File: config.mk
export PLATFORM = sky130hd
export DESIGN_NAME = shared_reg_arbiter_flat
export DESIGN_NICKNAME = d
export VERILOG_FILES = /design/src/rtl/shared_reg_arbiter_if.sv /design/src/rtl/shared_reg_arbiter.sv /design/src/flat_wrapper.sv
export SDC_FILE = /design/constraint.sdc
export NUM_CORES = 1
export LEC_CHECK = 0
export CORE_MARGIN = 4
export CORE_UTILIZATION = 46
export DETAILED_ROUTE_END_ITERATION = 10
export PLACE_DENSITY = 0.79
export SLEW_MARGIN = 15
export SYNTH_ARGS = -nofsm -noshare
export SYNTH_HDL_FRONTEND = slang
export SYNTH_SLANG_ARGS = --single-unit
File: constraint.sdc
create_clock -name clk -period 1.78 [get_ports clk]
set_input_delay 0.356 -clock clk [delete_from_list [all_inputs] [get_ports clk]]
set_output_delay 0.356 -clock clk [all_outputs]
set_load 0.01 [all_outputs]
File: src/rtl/shared_reg_arbiter_if.sv
// Request/grant/data bundle between producers and the shared register arbiter.
interface shared_reg_arbiter_if #(
   parameter int unsigned NUM_REQ = 4,
   parameter int unsigned DATA_W  = 4,
   parameter int unsigned CNT_W   = 8
);
   localparam int unsigned IDX_W = $clog2(NUM_REQ);

   logic [NUM_REQ-1:0]        req;
   logic [NUM_REQ*DATA_W-1:0] req_data;
   logic [NUM_REQ-1:0]        gnt;
   logic [NUM_REQ-1:0]        ack;
   logic [DATA_W-1:0]         data;
   logic                      busy;
   logic [IDX_W-1:0]          last_owner;
   logic [CNT_W-1:0]          write_count;

   modport slave (
      input  req, req_data,
      output gnt, ack, data, busy, last_owner, write_count
   );

   modport master (
      output req, req_data,
      input  gnt, ack, data, busy, last_owner, write_count
   );
endinterface

File: src/rtl/shared_reg_arbiter.sv
// Round-robin arbiter giving NUM_REQ producers one-at-a-time write access
// to a single shared DATA_W-bit register; one write per IDLE/GRANT/RELEASE pass.
module shared_reg_arbiter #(
   parameter int unsigned NUM_REQ = 4,
   parameter int unsigned DATA_W  = 4,
   parameter int unsigned CNT_W   = 8
) (
   input logic               clk,
   input logic               reset,
   shared_reg_arbiter_if.slave bus
);
   localparam int unsigned IDX_W = $clog2(NUM_REQ);

   typedef enum logic [1:0] {IDLE, GRANT, RELEASE} state_e;

   state_e               state_q,      state_d;
   logic [IDX_W-1:0]     rr_ptr_q,     rr_ptr_d;
   logic [IDX_W-1:0]     win_q,        win_d;
   logic [NUM_REQ-1:0]   gnt_q,        gnt_d;
   logic [NUM_REQ-1:0]   ack_q,        ack_d;
   logic [DATA_W-1:0]    data_q,       data_d;
   logic [IDX_W-1:0]     last_owner_q, last_owner_d;
   logic [CNT_W-1:0]     cnt_q,        cnt_d;
   logic                 busy_q,       busy_d;
   logic [IDX_W-1:0]     pick_c;

   // First active requester at or after rr_ptr, wrapping; descending scan so the nearest wins.
   always_comb begin
      pick_c = rr_ptr_q;
      for (int k = int'(NUM_REQ) - 1; k >= 0; k--) begin
         int unsigned idx;
         idx = (int'(rr_ptr_q) + k) % NUM_REQ;
         if (bus.req[idx]) pick_c = IDX_W'(idx);
      end
   end

   always_comb begin
      state_d      = state_q;
      rr_ptr_d     = rr_ptr_q;
      win_d        = win_q;
      gnt_d        = '0;
      ack_d        = '0;
      data_d       = data_q;
      last_owner_d = last_owner_q;
      cnt_d        = cnt_q;

      case (state_q)
         IDLE: begin
            if (|bus.req) begin
               win_d   = pick_c;
               gnt_d   = NUM_REQ'(1) << pick_c;
               state_d = GRANT;
            end
         end
         GRANT: begin
            // A withdrawn request leaves every piece of architectural state untouched.
            if (bus.req[win_q]) begin
               data_d       = bus.req_data[int'(win_q)*DATA_W +: DATA_W];
               ack_d        = NUM_REQ'(1) << win_q;
               last_owner_d = win_q;
               cnt_d        = cnt_q + CNT_W'(1);
               rr_ptr_d     = (int'(win_q) == int'(NUM_REQ) - 1) ? '0 : win_q + IDX_W'(1);
               state_d      = RELEASE;
            end else begin
               state_d = IDLE;
            end
         end
         RELEASE: state_d = IDLE;
         default: state_d = IDLE;
      endcase

      busy_d = (state_d != IDLE);
   end

   always_ff @(posedge clk or negedge reset) begin
      if (!reset) begin
         state_q      <= IDLE;
         rr_ptr_q     <= '0;
         win_q        <= '0;
         gnt_q        <= '0;
         ack_q        <= '0;
         data_q       <= '0;
         last_owner_q <= '0;
         cnt_q        <= '0;
         busy_q       <= 1'b0;
      end else begin
         state_q      <= state_d;
         rr_ptr_q     <= rr_ptr_d;
         win_q        <= win_d;
         gnt_q        <= gnt_d;
         ack_q        <= ack_d;
         data_q       <= data_d;
         last_owner_q <= last_owner_d;
         cnt_q        <= cnt_d;
         busy_q       <= busy_d;
      end
   end

   assign bus.gnt         = gnt_q;
   assign bus.ack         = ack_q;
   assign bus.data        = data_q;
   assign bus.busy        = busy_q;
   assign bus.last_owner  = last_owner_q;
   assign bus.write_count = cnt_q;
endmodule

File: src/flat_wrapper.sv
// flat-port wrapper written by rule: the top's interface ports become plain ports
module shared_reg_arbiter_flat 
#(
   parameter int unsigned NUM_REQ = 4,
   parameter int unsigned DATA_W  = 4,
   parameter int unsigned CNT_W   = 8
)
  (clk, reset, bus_req, bus_req_data, bus_gnt, bus_ack, bus_data, bus_busy, bus_last_owner, bus_write_count);
  shared_reg_arbiter_if #(.NUM_REQ(NUM_REQ), .DATA_W(DATA_W), .CNT_W(CNT_W)) bus_i ();
  input logic clk;
  input logic reset;
  input wire logic [$bits(bus_i.req)-1:0] bus_req;
  input wire logic [$bits(bus_i.req_data)-1:0] bus_req_data;
  output wire logic [$bits(bus_i.gnt)-1:0] bus_gnt;
  output wire logic [$bits(bus_i.ack)-1:0] bus_ack;
  output wire logic [$bits(bus_i.data)-1:0] bus_data;
  output wire logic [$bits(bus_i.busy)-1:0] bus_busy;
  output wire logic [$bits(bus_i.last_owner)-1:0] bus_last_owner;
  output wire logic [$bits(bus_i.write_count)-1:0] bus_write_count;
  assign bus_i.req = bus_req;
  assign bus_i.req_data = bus_req_data;
  assign bus_gnt = bus_i.gnt;
  assign bus_ack = bus_i.ack;
  assign bus_data = bus_i.data;
  assign bus_busy = bus_i.busy;
  assign bus_last_owner = bus_i.last_owner;
  assign bus_write_count = bus_i.write_count;
  shared_reg_arbiter #(.NUM_REQ(NUM_REQ), .DATA_W(DATA_W), .CNT_W(CNT_W)) u_core (.clk(clk), .reset(reset), .bus(bus_i));
endmodule
=== After elaboration in Yosys (flattened, before gate mapping) ===
Index checks and enable logic that the tools add are counted.

* Output and inout port bits: 23
* Input port bits: 22
* Flip-flop bits (word level): 29
* Logic and storage cells: 51

* $add $sub $neg: 5
* Mux-type cells: 22
* Shift-type cells: 3
* Reduce and logical (&&, ||, !) cells: 5
* Magnitude comparators: 5
* Equality and inequality tests: 2

{| class="wikitable"
|+ Operators with widths
! operator !! number
|-
| $mux 4 || 4
|-
| $shiftx 16x5->4 || 1
|-
| $lt 2x3->1 const B || 5
|-
| $mux 2 || 7
|-
| $bmux 1 s2 || 5
|-
| $add 8x1->8 const B || 1
|-
| $shl 1x2->4 const A || 2
|-
| $mux 1 || 5
|-
| $add 2x1->2 const B || 2
|-
| $add 2x2->2 const B || 2
|-
| $eq 2x1->1 const B || 2
|-
| $pmux 2 s2 || 1
|-
| $reduce_and 2->1 || 2
|-
| $reduce_or 4->1 || 1
|-
| $logic_not 2->1 || 1
|-
| $reduce_bool 2->1 || 1
|}

=== Depth between registers and ports, before layout ===
Gate-level depths: netlist of run 1.

* Depth in word-level cells: 10
* Gate-level depth with buffers: 6
* Mapped depth without buffers: 4

=== Least setup slack after synthesis of run 1 ===
OpenSTA, ideal clock, no wires.

* Kind: register to register
* From: register u_core.win_q[0]
* To: register u_core.data_q[0] (netlist: u_core.bus.data[0])
* Data required time: 1.655 ns
* Arrival: 1.467 ns
* Path buffers: 2
* Library setup time: 0.125 ns
* Setup slack: 0.188 ns
* Stages on the path, launching flop included: 6
* Clock period less this slack: 1.592 ns
* Path through: dfrtp_1 buf_4 mux2_2 o2bb2ai_2 buf_6 mux2_4

* Longest elaborated chain between the ends: 3
* Elaborated cells between the ends (all ways): 4
* Those cells by class: shift: 1; mux: 2; reduce/logical: 1

{| class="wikitable"
|+ RTL lines
! what !! RTL line !! source
|-
| start: declaration || shared_reg_arbiter.sv:18 || <nowiki>logic [IDX_W-1:0] win_q, win_d;</nowiki>
|-
| start signal: assignment || shared_reg_arbiter.sv:89 || <nowiki>win_q <= win_d;</nowiki>
|-
| branches (longest 3 deep; another with $shiftx 16x5->4) || -- ||
|-
| end signal: assignment || shared_reg_arbiter.sv:92 || <nowiki>data_q <= data_d;</nowiki>
|-
| end: declaration || shared_reg_arbiter.sv:21 || <nowiki>logic [DATA_W-1:0] data_q, data_d;</nowiki>
|}

Several ways; the timed one is not identified. The select of a mux whose other input is x is not followed.
A chain may end at the register's enable or synchronous reset.

=== Final worst setup path of run 1 ===
* From: register u_core.cnt_q[1] (netlist: u_core.bus.write_count[1])
* To: output bus_write_count[1]

{| class="wikitable"
|+ RTL lines
! what !! RTL line !! source
|-
| start: declaration || shared_reg_arbiter.sv:23 || <nowiki>logic [CNT_W-1:0] cnt_q, cnt_d;</nowiki>
|-
| start signal: assignment || shared_reg_arbiter.sv:94 || <nowiki>cnt_q <= cnt_d;</nowiki>
|-
| end: declaration || flat_wrapper.sv:19 || <nowiki>output wire logic [$bits(bus_i.write_count)-1:0] bus_write_count;</nowiki>
|}

No word-level cell between the ends.

==> key figures, run 1 <==
STA
  – RSZ-0062 raised after global routing: false
  – Clock Skew: slightly below 0.01 ns
  – Slew HR: 0.760
  – Slew at the pin closest to its max-slew limit: 0.360 ns
  – Min Clock Period, post-route: between 1.5 and 2 ns
  – Period utilization: 0.954
  – Final setup viols: 0
  – Slew Limit Fails: 0
  – Max Clk Rate: 0.589 GHz
  – Final Hold Viols: 0
  – Fin worst setup slack: around 0.083 ns
  – TNS Setup: 0 ns

Clocking
  – CTS H-Tree Depth: 2
  – Number of setup buffers added after CTS: 0
  – Clock Latency Late Sink: between 0.3 and 0.4 ns
  – Root buffer cell: clkbuf_4
  – Clock Sinks: 29
  – CTS tree: built
  – Worst-path clk slew: 0.10 ns
  – CTS hold repair buffers: 0
  – Max Root-Sink Buffers: 2
  – CTS Buf Count: 5

Yosys
  – Gate Count Post-Synth: 108
  – Area of the mapped netlist: 0.00143 mm^2
  – Register bit total from synthesis: 29
  – Ys Warns: 0
  – Yosys cell types: 35
  – Synth Area per Inst: approximately 13 um^2
  – Post-synthesis sequential area ratio: 0.506
  – Syn Nets: 135

Power and ir drop
  – NetSw: 0.00111 W
  – Leak pwr: around 0.90 nW
  – Combinational Power Share: 0.513
  – Clock power frac: 0.140
  – Reg power frac: 0.348
  – PD cells: roughly 1600 mW/mm^2
  – Worst VDD drop: just under 1 mV
  – Switching part of the total: 0.341
  – Int Pwr: 0.00214 W

Die
  – Die Ht: ~64 um
  – Initial Util: 0.498
  – # IOs: 45
  – CORE AREA: ~0.0029 mm^2
  – Die Area: 0.00407 mm^2
  – Die X: between 60 and 70 um
  – Std cell rows: 19

Worst setup path
  – CP Data Arrival Time: around 1.3 ns
  – Critical setup path kind: reg -> out
  – Bufs and invs on worst path: 1
  – Worst Setup Start Kind: register
  – RR Startpoint: u_core.win_q[1]
  – CP cell instances: clkdlybuf4s50_1
  – Peak fanout along the critical path: 6
  – Critical Path RT: about 1.4 ns
  – Crit-path slowest cell: clkdlybuf4s50_1
  – Worst setup path start: u_core.bus.write_count[1]
  – CP top delay family: buffers and inverters
  – Crit path capture type: output port
  – Slowest stage delay, CP: 0.57 ns

GRT
  – Total grt overflow: 0
  – Largest net degree at the start of global routing: 30
  – GR Util met2: 0.267
  – Gr usage total: 0.163
  – First-pass GRT wire length: a little over 5000 um
  – Met1 Use GR: 0.189
  – Met3 Use GR: 0.0630
  – Vias in the first global route: around 1100
  – Number of antenna violations at the first check in global routing: 0
  – Busiest grt layer: met2

Cells and area
  – N_diodes: 0
  – NumNets Final: between 150 and 200
  – Share of layout cells above drive strength 1: 0.234
  – Fillers: 200
  – Final core area utilization: 0.716
  – Commonest non-fill, non-tap cell in the layout: clkdlybuf4s50_1
  – Most frequent cells in the layout: 44 x clkdlybuf4s50_1, 28 x dfrtp_1, 11 x buf_4, 6 x xnor2_1
  – Area Overhead vs Synth: 43.7%
  – FF/Latch Area: between 700 and 800 um^2
  – Design area: between 0.002 and 0.0025 mm^2
  – Non-filler cells, final: approximately 210
  – Area of the multi-input gates: between 600 and 700 um^2

Placement
  – RePlAce Congestion: 0.813
  – Dpl cells: 201
  – Pre-CTS setup slack: -0.210 ns
  – DP HPWL: 2250 um
  – Port-buffer cells: between 40 and 50
  – Post-DP Area: slightly below 0.002 mm^2

Detailed routing
  – DR vias: ~1100
  – DR iter-0 viols: 39
  – Routed wire length: ~3000 um
  – DRT Pass-1 Iters: 4
  – WL/cell: roughly 14 um
  – Vias per Instance: ~5.0
  – DRC viols: 0
  – Antenna viol nets, final: 0

Run
  – Max_cap viols: 0

Run status
  – Status: complete, no violations

Min path
  – Hold Crit Class: in -> async
-- routing by layer --
metal	vias up	wire [um]
met5	-	0
met1	502	1200
met3	5	277
li1	500	-
met2	46	1440
met4	0	38
-- cell type report --
class,instances,share of cell area
Inverter,4,0.00729
Sequential cell,29,0.353
Multi-Input combinational cell,70,0.317
Timing Repair Buffer,56,0.264
Clock inverter,1,0.00243
Tap cell,42,0.0255
Clock buffer,7,0.0316
-- final timing paths --
kind / to / slack [ns] / depth (start not counted)
worst max register to register: u_core.bus.data[1] / 0.27 / 4
min in group clk: u_core.bus.write_count[7] / 0.47 / 1
worst min register to register: u_core.bus.write_count[7] / 0.47 / 1
worst max-delay path: bus_write_count[1] / 0.08 / 1
worst min-delay path: u_core.bus.last_owner[0] / 0.41 / 2
max in group asynchronous: u_core.bus.write_count[0] / 1.09 / 2
-- synth_stat cells --
library cell / count / area share
xnor2_1: 6 / 0.037
dfrtp_1: 29 / 0.51
nor4_1: 1 / 0.0044
nor3_1: 2 / 0.0070
mux2i_1: 1 / 0.0070
inv_1: 4 / 0.010
and3_1: 2 / 0.0087
o21ba_2: 1 / 0.0070
nor2_1: 3 / 0.0079
o21a_1: 1 / 0.0052
buf_4: 1 / 0.0052
ha_1: 5 / 0.044
nand3b_1: 2 / 0.010
and3b_2: 1 / 0.0070
nand2_1: 2 / 0.0052
buf_6: 2 / 0.016
o21ai_0: 2 / 0.0070
o2bb2ai_2: 1 / 0.010
nor3b_1: 3 / 0.016
mux2_2: 4 / 0.031
xor2_1: 1 / 0.0061
or4_1: 1 / 0.0052
nor2b_1: 4 / 0.017
buf_2: 2 / 0.0070
or3_1: 1 / 0.0044
nand4_1: 5 / 0.022
a2111oi_4: 1 / 0.019
a21o_1: 1 / 0.0052
a211oi_1: 2 / 0.010
mux2_4: 5 / 0.052
nand2b_1: 1 / 0.0044
a21o_2: 1 / 0.0061
a21oi_1: 1 / 0.0035
mux4_2: 4 / 0.063
and2_1: 5 / 0.022
-- metrics by stage --
| step | hold WS [ns] | total power (W) |
|---|---|---|
| CTS | 0.416 | 0.00328 |
| detailed placement | 0.462 | 0.00281 |
| global placement | 0.462 | 0.00274 |
| finish | 0.415 | 0.00325 |
| floorplan | 0.0604 | 0.00209 |
| global route | 0.436 | 0.00348 |
-- flip-flops by register name (all words and copies together) (netlist names) --
| signal | cells |
|---|---|
| u_core.bus.gnt | 4 |
| u_core.bus.ack | 4 |
| u_core.win_q | 2 |
| u_core.state_q | 2 |
| u_core.bus.busy | 1 |
| u_core.bus.data | 4 |
| u_core.rr_ptr_q | 2 |
| u_core.bus.write_count | 8 |
| u_core.bus.last_owner | 2 |
-- power by group through the flow --
stage                     sequential [W]  clock (W)  combinational [W]
after detailed placement         0.00114          0            0.00168
after global routing             0.00117   0.000509            0.00179
after CTS                        0.00112   0.000468            0.00169
after floorplan                  0.00120          0           0.000896
final                            0.00113   0.000453            0.00166
after global placement           0.00112          0            0.00162
-- cells by family after synthesis --
group / Yosys count / share of synthesized area
AO/OA/AOI/OAI: 11 / 0.0742
XOR/XNOR: 7 / 0.0428
adder cells (fa/ha/maj): 5 / 0.0436
buffers and inverters: 9 / 0.0384
flip-flops: 29 / 0.506
multiplexers: 14 / 0.154
AND/OR/NAND/NOR: 33 / 0.141
-- repair_timing --
action | 4_1_cts | 5_1_grt
setup endpoints to repair | 0 | 1
endpoints found under the hold margin | 0 | 0
gates resized for setup | 0 | 1
Power figures use the tool's default switching activity.
==> run 2: changes to the inputs <==
--- a/config.mk
+++ b/config.mk
@@ -5,6 +5,7 @@
 export SDC_FILE = /design/constraint.sdc
 export NUM_CORES = 1
 export LEC_CHECK = 0
+export ABC_AREA = 0
 export CORE_MARGIN = 4
 export CORE_UTILIZATION = 46
 export DETAILED_ROUTE_END_ITERATION = 10
==> results of run 2 <==
Final layout, timing and power as in run 1 (identical DEF).
==> run 3: changes to the inputs <==
--- a/config.mk
+++ b/config.mk
@@ -9,6 +9,7 @@
 export CORE_MARGIN = 4
 export CORE_UTILIZATION = 46
 export DETAILED_ROUTE_END_ITERATION = 10
+export HOLD_SLACK_MARGIN = 0.12
 export PLACE_DENSITY = 0.79
 export SLEW_MARGIN = 15
 export SYNTH_ARGS = -nofsm -noshare
==> results of run 3 <==
Final layout, timing and power as in run 1 (identical DEF).
